[config.mk]
export PLATFORM = sky130hd
export DESIGN_NAME = interval_pulse_gen_flat
export DESIGN_NICKNAME = d
export VERILOG_FILES = /design/src/rtl/interval_pkg.sv /design/src/rtl/interval_pulse_gen_if.sv /design/src/rtl/interval_lfsr16.sv /design/src/rtl/interval_pulse_gen.sv /design/src/flat_wrapper.sv
export SDC_FILE = /design/constraint.sdc
export NUM_CORES = 1
export LEC_CHECK = 0
export BUFFER_PORTS_ARGS = -buffer_cell sky130_fd_sc_hd__buf_2
export CAP_MARGIN = 30
export CORE_MARGIN = 2
export CORE_UTILIZATION = 60
export DETAILED_ROUTE_END_ITERATION = 8
export HOLD_SLACK_MARGIN = 0.03
export PLACE_DENSITY = 0.81
export SLEW_MARGIN = 20
export SYNTH_ARGS = -nofsm -noshare
export SYNTH_HDL_FRONTEND = slang
export SYNTH_SLANG_ARGS = --single-unit
export TNS_END_PERCENT = 1
[constraint.sdc]
create_clock -name clk -period 4.9 [get_ports clk]
set_clock_uncertainty 0.05 [all_clocks]
set_input_delay 0.49 -clock clk [delete_from_list [all_inputs] [get_ports clk]]
set_output_delay 0.49 -clock clk [all_outputs]
set_load 0.02 [all_outputs]
[src/rtl/interval_pkg.sv]
// Shared types and constants for the interval pulse generator.
// With INTERVAL_DITHER_EN defined, the LFSR constants below drive the per-pulse delay dither.
package interval_pkg;

    typedef enum logic [1:0] {
        IDLE = 2'd0,
        RUN  = 2'd1,
        DONE = 2'd2
    } state_t;

    localparam int unsigned PER_WIDTH_DEF = 16;
    localparam int unsigned DLY_WIDTH_DEF = 16;
    localparam int unsigned NUM_WIDTH_DEF = 8;

    localparam int unsigned LFSR_WIDTH = 16;
    localparam logic [LFSR_WIDTH-1:0] LFSR_SEED = 16'hACE1;
    // Taps 16,14,13,11 expressed as bit positions 0,2,3,5 of a right-shifting register
    localparam logic [LFSR_WIDTH-1:0] LFSR_TAPS = 16'h002D;

    // One Fibonacci step: feedback enters at the MSB, register shifts right
    function automatic logic [LFSR_WIDTH-1:0] lfsr_step(input logic [LFSR_WIDTH-1:0] s);
        return {^(s & LFSR_TAPS), s[LFSR_WIDTH-1:1]};
    endfunction

endpackage

[src/rtl/interval_pulse_gen_if.sv]
// Control/config and pulse-output bundle of the interval pulse generator.
// INTERVAL_DITHER_EN adds the dither_sum signal.
interface interval_pulse_gen_if #(
    parameter int unsigned PER_WIDTH = 16,
    parameter int unsigned DLY_WIDTH = 16,
    parameter int unsigned NUM_WIDTH = 8
);
    logic                 start;
    logic                 stop;
    logic [PER_WIDTH-1:0] period;
    logic [DLY_WIDTH-1:0] delay;
    logic [DLY_WIDTH-1:0] width;
    logic [NUM_WIDTH-1:0] num_pulses;
    logic                 sig_a;
    logic                 sig_b;
    logic                 busy;
    logic                 done;
    logic                 cfg_err;
    logic [NUM_WIDTH-1:0] pulse_idx;
`ifdef INTERVAL_DITHER_EN
    logic [NUM_WIDTH:0]   dither_sum;

    modport master (
        output start, stop, period, delay, width, num_pulses,
        input  sig_a, sig_b, busy, done, cfg_err, pulse_idx, dither_sum
    );
    modport slave (
        input  start, stop, period, delay, width, num_pulses,
        output sig_a, sig_b, busy, done, cfg_err, pulse_idx, dither_sum
    );
`else
    modport master (
        output start, stop, period, delay, width, num_pulses,
        input  sig_a, sig_b, busy, done, cfg_err, pulse_idx
    );
    modport slave (
        input  start, stop, period, delay, width, num_pulses,
        output sig_a, sig_b, busy, done, cfg_err, pulse_idx
    );
`endif
endinterface

[src/rtl/interval_lfsr16.sv]
// 16-bit Fibonacci LFSR used to dither the per-pulse delay (INTERVAL_DITHER_EN builds only).
module interval_lfsr16
    import interval_pkg::*;
(
    input  logic                  clk,
    input  logic                  rst_n,
    input  logic                  load,
    input  logic                  en,
    output logic [LFSR_WIDTH-1:0] state
);

    // Reload the seed at burst start, otherwise step once per enable
    always_ff @(posedge clk or negedge rst_n) begin
        if (!rst_n) begin
            state <= LFSR_SEED;
        end else if (load) begin
            state <= LFSR_SEED;
        end else if (en) begin
            state <= lfsr_step(state);
        end
    end

endmodule

[src/rtl/interval_pulse_gen.sv]
// Burst generator of sig_a/sig_b pulse pairs with a programmed sig_a->sig_b delay.
// Optional macro INTERVAL_DITHER_EN: LFSR adds 0/1 cycle to each pulse's delay and reports dither_sum.
module interval_pulse_gen
    import interval_pkg::*;
#(
    parameter int unsigned PER_WIDTH = PER_WIDTH_DEF,
    parameter int unsigned DLY_WIDTH = DLY_WIDTH_DEF,
    parameter int unsigned NUM_WIDTH = NUM_WIDTH_DEF
) (
    input  logic               clk,
    input  logic               rst_n,
    interval_pulse_gen_if.slave bus
);

    localparam int unsigned SUM_W = ((DLY_WIDTH > PER_WIDTH) ? DLY_WIDTH : PER_WIDTH) + 1;
`ifdef INTERVAL_DITHER_EN
    localparam int unsigned DITHER_PAD = 1;
`else
    localparam int unsigned DITHER_PAD = 0;
`endif

    state_t               state;
    logic [PER_WIDTH-1:0] ph;
    logic [PER_WIDTH-1:0] per_q;
    logic [DLY_WIDTH-1:0] dly_q;
    logic [DLY_WIDTH-1:0] wid_q;
    logic [NUM_WIDTH-1:0] num_q;
    logic [NUM_WIDTH-1:0] idx_q;
    logic                 sig_a_q;
    logic                 sig_b_q;
    logic                 busy_q;
    logic                 done_q;
    logic                 cfg_err_q;

    logic                 cfg_ok_c;
    logic                 accept_c;
    logic                 wrap_c;
    logic                 last_c;
    logic                 dith_bit_c;
    logic [PER_WIDTH-1:0] ph_next_c;
    logic [SUM_W-1:0]     dly_eff_c;
    logic                 a_next_c;
    logic                 b_next_c;

    // Config check at widened precision so delay+width can never wrap
    always_comb begin
        cfg_ok_c = (bus.delay != '0) && (bus.width != '0) && (bus.num_pulses != '0) &&
                   ((SUM_W'(bus.delay) + SUM_W'(bus.width) + SUM_W'(DITHER_PAD)) < SUM_W'(bus.period));
        accept_c = (state == IDLE) && bus.start && !bus.stop && cfg_ok_c;
    end

    // Next phase and the pulse windows it falls in
    always_comb begin
        wrap_c    = (ph == (per_q - PER_WIDTH'(1)));
        last_c    = (idx_q == (num_q - NUM_WIDTH'(1)));
        ph_next_c = wrap_c ? '0 : (ph + PER_WIDTH'(1));
        dly_eff_c = SUM_W'(dly_q) + SUM_W'(dith_bit_c);
        a_next_c  = SUM_W'(ph_next_c) < SUM_W'(wid_q);
        b_next_c  = (SUM_W'(ph_next_c) >= dly_eff_c) &&
                    (SUM_W'(ph_next_c) < (dly_eff_c + SUM_W'(wid_q)));
    end

    // Control FSM, phase counter and registered outputs
    always_ff @(posedge clk or negedge rst_n) begin
        if (!rst_n) begin
            state     <= IDLE;
            ph        <= '0;
            per_q     <= '0;
            dly_q     <= '0;
            wid_q     <= '0;
            num_q     <= '0;
            idx_q     <= '0;
            sig_a_q   <= 1'b0;
            sig_b_q   <= 1'b0;
            busy_q    <= 1'b0;
            done_q    <= 1'b0;
            cfg_err_q <= 1'b0;
        end else begin
            done_q    <= 1'b0;
            cfg_err_q <= 1'b0;
            case (state)
                IDLE: begin
                    if (bus.start && !bus.stop) begin
                        if (cfg_ok_c) begin
                            state   <= RUN;
                            per_q   <= bus.period;
                            dly_q   <= bus.delay;
                            wid_q   <= bus.width;
                            num_q   <= bus.num_pulses;
                            ph      <= '0;
                            idx_q   <= '0;
                            sig_a_q <= 1'b1;
                            sig_b_q <= 1'b0;
                            busy_q  <= 1'b1;
                        end else begin
                            cfg_err_q <= 1'b1;
                        end
                    end
                end
                RUN: begin
                    if (bus.stop) begin
                        state   <= IDLE;
                        ph      <= '0;
                        sig_a_q <= 1'b0;
                        sig_b_q <= 1'b0;
                        busy_q  <= 1'b0;
                    end else if (wrap_c && last_c) begin
                        state   <= DONE;
                        ph      <= '0;
                        sig_a_q <= 1'b0;
                        sig_b_q <= 1'b0;
                        busy_q  <= 1'b0;
                        done_q  <= 1'b1;
                    end else begin
                        ph      <= ph_next_c;
                        sig_a_q <= a_next_c;
                        sig_b_q <= b_next_c;
                        if (wrap_c) begin
                            idx_q <= idx_q + NUM_WIDTH'(1);
                        end
                    end
                end
                DONE: begin
                    state <= IDLE;
                end
                default: begin
                    state <= IDLE;
                end
            endcase
        end
    end

`ifdef INTERVAL_DITHER_EN
    localparam int unsigned DS_W = NUM_WIDTH + 1;

    logic [LFSR_WIDTH-1:0] lfsr_q;
    logic                  lfsr_en_c;
    logic                  lfsr_unused_c;
    logic [DS_W-1:0]       dsum_q;

    assign lfsr_en_c     = (state == RUN) && wrap_c && !bus.stop;
    assign dith_bit_c    = lfsr_q[0];
    assign lfsr_unused_c = ^lfsr_q[LFSR_WIDTH-1:1];

    interval_lfsr16 u_lfsr (
        .clk   (clk),
        .rst_n (rst_n),
        .load  (accept_c),
        .en    (lfsr_en_c),
        .state (lfsr_q)
    );

    // Count dithered pulses: sample the LFSR in the first cycle of each pulse
    always_ff @(posedge clk or negedge rst_n) begin
        if (!rst_n) begin
            dsum_q <= '0;
        end else if (accept_c) begin
            dsum_q <= '0;
        end else if ((state == RUN) && (ph == '0) && !bus.stop) begin
            dsum_q <= dsum_q + DS_W'(lfsr_q[0]);
        end
    end

    assign bus.dither_sum = dsum_q;
`else
    assign dith_bit_c = 1'b0;
`endif

    assign bus.sig_a     = sig_a_q;
    assign bus.sig_b     = sig_b_q;
    assign bus.busy      = busy_q;
    assign bus.done      = done_q;
    assign bus.cfg_err   = cfg_err_q;
    assign bus.pulse_idx = idx_q;

endmodule

[src/flat_wrapper.sv]
// flat-port wrapper written by rule: the top's interface ports become plain ports
module interval_pulse_gen_flat import interval_pkg::*;
#(
    parameter int unsigned PER_WIDTH = PER_WIDTH_DEF,
    parameter int unsigned DLY_WIDTH = DLY_WIDTH_DEF,
    parameter int unsigned NUM_WIDTH = NUM_WIDTH_DEF
)
  (clk, rst_n, bus_start, bus_stop, bus_period, bus_delay, bus_width, bus_num_pulses, bus_sig_a, bus_sig_b, bus_busy, bus_done, bus_cfg_err, bus_pulse_idx);
  interval_pulse_gen_if #(.PER_WIDTH(PER_WIDTH), .DLY_WIDTH(DLY_WIDTH), .NUM_WIDTH(NUM_WIDTH)) bus_i ();
  input  logic clk;
  input  logic rst_n;
  input wire logic [$bits(bus_i.start)-1:0] bus_start;
  input wire logic [$bits(bus_i.stop)-1:0] bus_stop;
  input wire logic [$bits(bus_i.period)-1:0] bus_period;
  input wire logic [$bits(bus_i.delay)-1:0] bus_delay;
  input wire logic [$bits(bus_i.width)-1:0] bus_width;
  input wire logic [$bits(bus_i.num_pulses)-1:0] bus_num_pulses;
  output wire logic [$bits(bus_i.sig_a)-1:0] bus_sig_a;
  output wire logic [$bits(bus_i.sig_b)-1:0] bus_sig_b;
  output wire logic [$bits(bus_i.busy)-1:0] bus_busy;
  output wire logic [$bits(bus_i.done)-1:0] bus_done;
  output wire logic [$bits(bus_i.cfg_err)-1:0] bus_cfg_err;
  output wire logic [$bits(bus_i.pulse_idx)-1:0] bus_pulse_idx;
  assign bus_i.start = bus_start;
  assign bus_i.stop = bus_stop;
  assign bus_i.period = bus_period;
  assign bus_i.delay = bus_delay;
  assign bus_i.width = bus_width;
  assign bus_i.num_pulses = bus_num_pulses;
  assign bus_sig_a = bus_i.sig_a;
  assign bus_sig_b = bus_i.sig_b;
  assign bus_busy = bus_i.busy;
  assign bus_done = bus_i.done;
  assign bus_cfg_err = bus_i.cfg_err;
  assign bus_pulse_idx = bus_i.pulse_idx;
  interval_pulse_gen #(.PER_WIDTH(PER_WIDTH), .DLY_WIDTH(DLY_WIDTH), .NUM_WIDTH(NUM_WIDTH)) u_core (.clk(clk), .rst_n(rst_n), .bus(bus_i));
endmodule
After elaboration in Yosys (flattened, before gate mapping)
Cells that the tools add are included.
{ "op_classes": {"add_sub_neg": 6, "n_lt_le_gt_ge": 4, "n_eq_ne": 9, "mux": 36, "n_reduce_logical": 17} }
{ "op_table": {"columns": ["cell", "n"], "rows": [
  ["16-bit 2-to-1 mux", 5],
  ["8-bit 2-to-1 mux", 5],
  ["16-bit by 16-bit adder with 17-bit output", 2],
  ["16-bit case mux with 2 select lines", 1],
  ["16-bit nonzero test", 2],
  ["16-bit by 17-bit < comparator with 1-bit output", 1],
  ["17-bit by 16-bit < comparator with 1-bit output", 1],
  ["16-bit by 1-bit adder with 16-bit output, second input constant", 1],
  ["16-bit equality test", 1],
  ["16-bit greater-or-equal comparator", 1],
  ["16-bit < comparator", 1],
  ["1-bit 2-to-1 mux", 16],
  ["8-bit case mux with 2 select lines", 1],
  ["16-bit by 1-bit subtractor with 16-bit output, second input constant", 1],
  ["3-bit AND reduction", 3],
  ["8-bit by 1-bit adder with 8-bit output, second input constant", 1],
  ["8-bit equality test", 1],
  ["2-bit 2-to-1 mux", 4],
  ["8-bit nonzero test", 1],
  ["8-bit by 1-bit subtractor with 8-bit output, second input constant", 1],
  ["1-bit logical AND", 6],
  ["2-bit != test, second input constant", 3],
  ["1-bit case mux with 2 select lines", 3],
  ["6-bit AND reduction", 1],
  ["8 further kinds", 9]
]} }
{ "totals": {"ff_bits": 87, "output_inout_bits": 13, "word_cells": 84} }

Logic depth before layout (Yosys ltp)
{ "logic_depth": {"word_depth": 8, "ltp_mapped": 20, "mapped_depth_nobuf": 18} }

Least setup slack after synthesis
Ideal clock, no wire load.
{ "synth_timing": {"path_kind": "input port to flip-flop", "from": "input port bus_width[0]", "to": "register u_core.dly_q[1]", "t_arrival_ps": 4560, "path_slack_ps": 158, "path_stages": 19, "path_buffers": 2, "path_cell_list": "ha_1 -> fa_1 -> a21o_1 -> a21oi_1 -> o21ai_0 -> a22oi_1 -> a211oi_1 -> o21a_1 -> nor2_1 -> xnor2_1 -> ha_1 -> a21oi_1 -> o22ai_1 -> a2111oi_0 -> o211ai_1 -> a21oi_1 -> clkbuf_1 -> clkbuf_1 -> o21ai_0"} }
{ "synth_between": {"elab_chain_cells": 5, "elab_cells_between_ends": 7, "cone_classes": "add/sub: 1; order compare: 1; reduce/logical: 5"} }
{ "synth_rtl": {"columns": ["item", "line", "rtl"], "rows": [
  ["start, declared", "flat_wrapper.sv:16", "input wire logic [$bits(bus_i.width)-1:0] bus_width;"],
  ["branches (longest 3 deep; another with 16-bit by 16-bit adder with 17-bit output)", null, null],
  ["1-bit logical AND (*)", "interval_pulse_gen.sv:47", "cfg_ok_c = (bus.delay != '0) && (bus.width != '0) && (bus.num_pulses != '0) &&"],
  ["3-bit AND reduction (no line) (*)", null, null],
  ["end signal, assigned", "interval_pulse_gen.sv:87", "dly_q <= bus.delay;"],
  ["end, declared", "interval_pulse_gen.sv:25", "logic [DLY_WIDTH-1:0] dly_q;"]
]} }
Every way passes the cells marked *.
A chain may end at the register's enable or synchronous reset.

Worst setup path in the final report
{ "layout_timing": {"from": "register u_core.dly_q[0]", "to": "register u_core.sig_b_q (netlist: u_core.bus.sig_b)"} }
{ "layout_between": {"elab_chain_cells": 6, "elab_cells_between_ends": 7, "cone_classes": "add/sub: 1; order compare: 2; mux: 3; reduce/logical: 1"} }
{ "layout_rtl": {"columns": ["item", "line", "rtl"], "rows": [
  ["16-bit by 16-bit adder with 17-bit output", "interval_pulse_gen.sv:60", "(SUM_W'(ph_next_c) < (dly_eff_c + SUM_W'(wid_q)));"],
  ["16-bit by 17-bit < comparator with 1-bit output", "interval_pulse_gen.sv:60", null],
  ["1-bit logical AND (*)", "interval_pulse_gen.sv:59", "b_next_c = (SUM_W'(ph_next_c) >= dly_eff_c) &&"],
  ["1-bit 2-to-1 mux (*)", "interval_pulse_gen.sv:107", "end else if (wrap_c && last_c) begin"],
  ["1-bit 2-to-1 mux (*)", "interval_pulse_gen.sv:101", "if (bus.stop) begin"],
  ["1-bit case mux with 2 select lines (*)", "interval_pulse_gen.sv:81", "case (state)"],
  ["end signal, assigned", "interval_pulse_gen.sv:117", "sig_b_q <= b_next_c;"],
  ["end, declared", "interval_pulse_gen.sv:30", "logic sig_b_q;"]
]} }
Mark *: on every way between the ends. The rest lies on a longest branch, timed or not.

==> reports/results.txt <==
Lkg Pwr: 4.19 nW
Synth async-reset ratio: 100%
Max-slew violations: 0
Register area share after synthesis: 28.8%
Crit path largest cell delay: 440 ps
Run status: finished, final reports clean
Worst-Skew Late Latency: 350 ps
Gpl congestion: 1.00
Row count: 40
Antenna violations before repair: 0
Total iterations of the first detailed-routing run: 6
CP required: 5080 ps
Main synth FF type: dfrtp_1
Die area: 13500 um2
Hpwl dp: 16000 um
CTS tree: done
Num CTS Buffers: 9
Final min period: 4640 ps
Period utilisation layout: 94.8%
Max frequency: 215 MHz
IO buf count: 72
Fin nets: 1111
Global-route wire length before repair: 32900 um
Type of the worst setup path: register to register
Worst-path clk slew: 70 ps
Final hold vios: 0
DIE HEIGHT: 116 um
RSZ-0062 raised after global routing: false
Clk root buf: clkbuf_16
Core box area: 12200 um2
Synth area leader: dfrtp_1
GRT Total Usage: 31.6%
Share of layout cells above drive strength 1: 14.0%
Largest net degree at the start of global routing: 56
Via density: 6.13
Worst setup EP type: register
Setup violators final: 0
Design Power: 4.42 mW
Utilization after layout: 69.3%
Relative slew slack: 34.9%
Setup TNS: 0 ps
Startpoint types: register
DRT antenna net count: 0
Ports: 73
Worst vdd ir: 342 uV
Synth cell types: 68
Data arrival, critical path: 4820 ps
Initial DRC count: 593
Type of the most critical hold path: input pin to async pin
Crit-path cells: ha_1 > fa_1 > a21oi_1 > o211ai_1 > o41a_1 > a41o_1 > nor4_1 > nor4b_1 > nor2_1 > xor2_1 > ha_1 > nand3_1 > nor2_1 > o2111a_1 > nand2_1 > o311a_1 > a311oi_2 > o31ai_1
Die width: 116 um
Syn_nets: 1049
Vias in the first global route: 6481
Clk sinks: 87
WL/cell: 17.9 um
Storage element area: 2180 um2
Post-route cell area: 8430 um2
Antenna diode count: 0
Slew @ Worst Pin: 967 ps
Initial Util: 62.1%
Setup Fix Bufs, Post-CTS: 0
Number of remaining DRC errors: 0
Worst path slowest cell: dfrtp_1
Cell Area, Synth: 7560 um2
Pre-CTS setup slack: -25.9 ps
CP Max Fanout: 3
Yosys reg bits: 87
CTS Buffer Depth: 2
R2R cell count: 18
Number of fill cells in the layout: 990
GRT overflow: 0
Pwr per Cell Area: 525 nW/um2
Multi-input gate area: 5010 um2
Vias: 6903
Gate Count Post-Synth: 893
Post-synth EDFFs: 0
H-tree depth: 3
Area contributors post-synth: dfrtp_1 29%, ha_1 16%, o21ai_0 5.5%
Critical Path Source: u_core.dly_q[0]
Worst reg2reg path startpoint: u_core.dly_q[0]
Post-Route WL: 20200 um
Synthesis Warnings: 0
Post-synth top area share: 28.8%
Syn Area/Cell: 8.46 um2
Post-DP Area: 8130 um2
Worst Slack Setup Final: 255 ps
Max Cap Viol: 0
Layout area overhead: 11.5%
[stage by stage]
stage,cells,hold WS (ps)
global route,1127,63.7
floorplan,893,144
finish,1127,40.4
CTS,1127,44.3
detailed placement,1112,419
global placement,1112,412
[final cells by class]
| class | count | share of cell area (%) |
|---|---|---|
| timing repair buffer | 88 | 6.03 |
| tap | 168 | 2.49 |
| sequential | 87 | 25.8 |
| inverter | 65 | 2.90 |
| multi-input combinational | 704 | 59.4 |
| clock buffer | 10 | 2.84 |
| clock inverter | 5 | 0.490 |
[cells in the final DEF (no fill, tap or decap), types with 6 or more instances in the layout]
cell type	instances
ha_1	94
dfrtp_1	87
o21ai_0	83
nand2_1	79
buf_2	71
inv_1	65
nor2_1	60
a21oi_1	47
xnor2_1	34
xor2_1	31
a21o_1	25
nand3_1	22
nor4_1	21
nor3_1	17
and3_1	17
buf_4	15
nand4_1	12
nand2b_1	11
mux2_2	11
nor2b_1	10
mux2i_1	10
a211oi_1	9
or3_1	9
a2bb2oi_1	9
clkbuf_16	9
a22o_1	7
or2_2	6
[kinds of logic after synthesis]
kind of cell / synth area share [%]
AOI/OAI and AO/OA: 19.4
xor gates and xnor gates: 7.53
adders and majority gates: 16.1
buffers and inverters: 5.35
DFF: 28.8
muxes: 2.96
and+or+nand+nor: 19.8
[worst paths after layout]
kind,slack (ps),endpoint
setup / recovery,260,u_core.bus.sig_b
hold / removal,40,u_core.wid_q[4]
setup reg to reg,260,u_core.bus.sig_b
hold reg to reg,470,u_core.bus.pulse_idx[7]
max in group asynchronous,3690,u_core.num_q[4]
min in group clk,300,u_core.num_q[1]
[Yosys cell counts (3+ instances only)]
cell / n
nor3b_1: 3
or2_2: 6
nand2b_1: 11
a21o_1: 25
dfrtp_1: 87
clkbuf_1: 30
a22o_1: 7
nor4b_1: 3
o21bai_1: 5
nor2b_1: 10
or3_1: 9
a211oi_1: 9
nor4_1: 22
mux2_2: 11
nand2_1: 79
ha_1: 94
nand3_1: 22
nand4_1: 12
inv_1: 65
mux2i_1: 10
o211ai_1: 4
nor2_1: 60
nor3_1: 17
o21a_1: 4
and3_1: 17
a22oi_1: 4
and2_1: 4
o31ai_1: 4
xnor2_1: 34
a31o_2: 3
xor2_1: 31
o21ai_0: 83
a2111oi_0: 4
a2bb2oi_1: 9
a21oi_1: 48
[metal layers]
layer / vias up / routed length (um) / global-route usage [%]
li1: 3349 / - / -
met1: 3237 / 8980 / 42.1
met2: 263 / 9360 / 52.4
met3: 54 / 1110 / 5.24
met4: 0 / 732 / 11.0
met5: - / 0 / 0
[sequential cells by signal, summed over array words and instances, names as in the netlist]
signal	flops
u_core.num_q	8
u_core.dly_q	16
u_core.wid_q	16
u_core.bus.sig_a	1
u_core.per_q	16
u_core.bus.busy	1
u_core.state	2
u_core.bus.done	1
u_core.bus.cfg_err	1
u_core.bus.pulse_idx	8
u_core.ph	16
u_core.bus.sig_b	1
[what timing repair did]
action	4_1_cts	5_1_grt
hold buffers	0	0
hold endpoints to repair	0	0
resized for setup	0	5
setup endpoints to repair	0	65
[power by group]
group	internal, mW	switching [mW]	total, mW
Combinational	1.09	1.41	2.50
Sequential	0.977	0.290	1.27
Clock	0.359	0.303	0.662
Total	2.43	2.00	4.42
[critical path: cells and delay by family, from the launching register on]
| family | cells | cell delay (ps) |
|---|---|---|
| adder cells (fa/ha/maj) | 3 | 960 |
| XOR/XNOR | 1 | 100 |
| AO/OA/AOI/OAI | 8 | 2170 |
| flip-flops | 1 | 440 |
| AND/OR/NAND/NOR | 6 | 810 |
(Power assumes the default switching activity.)
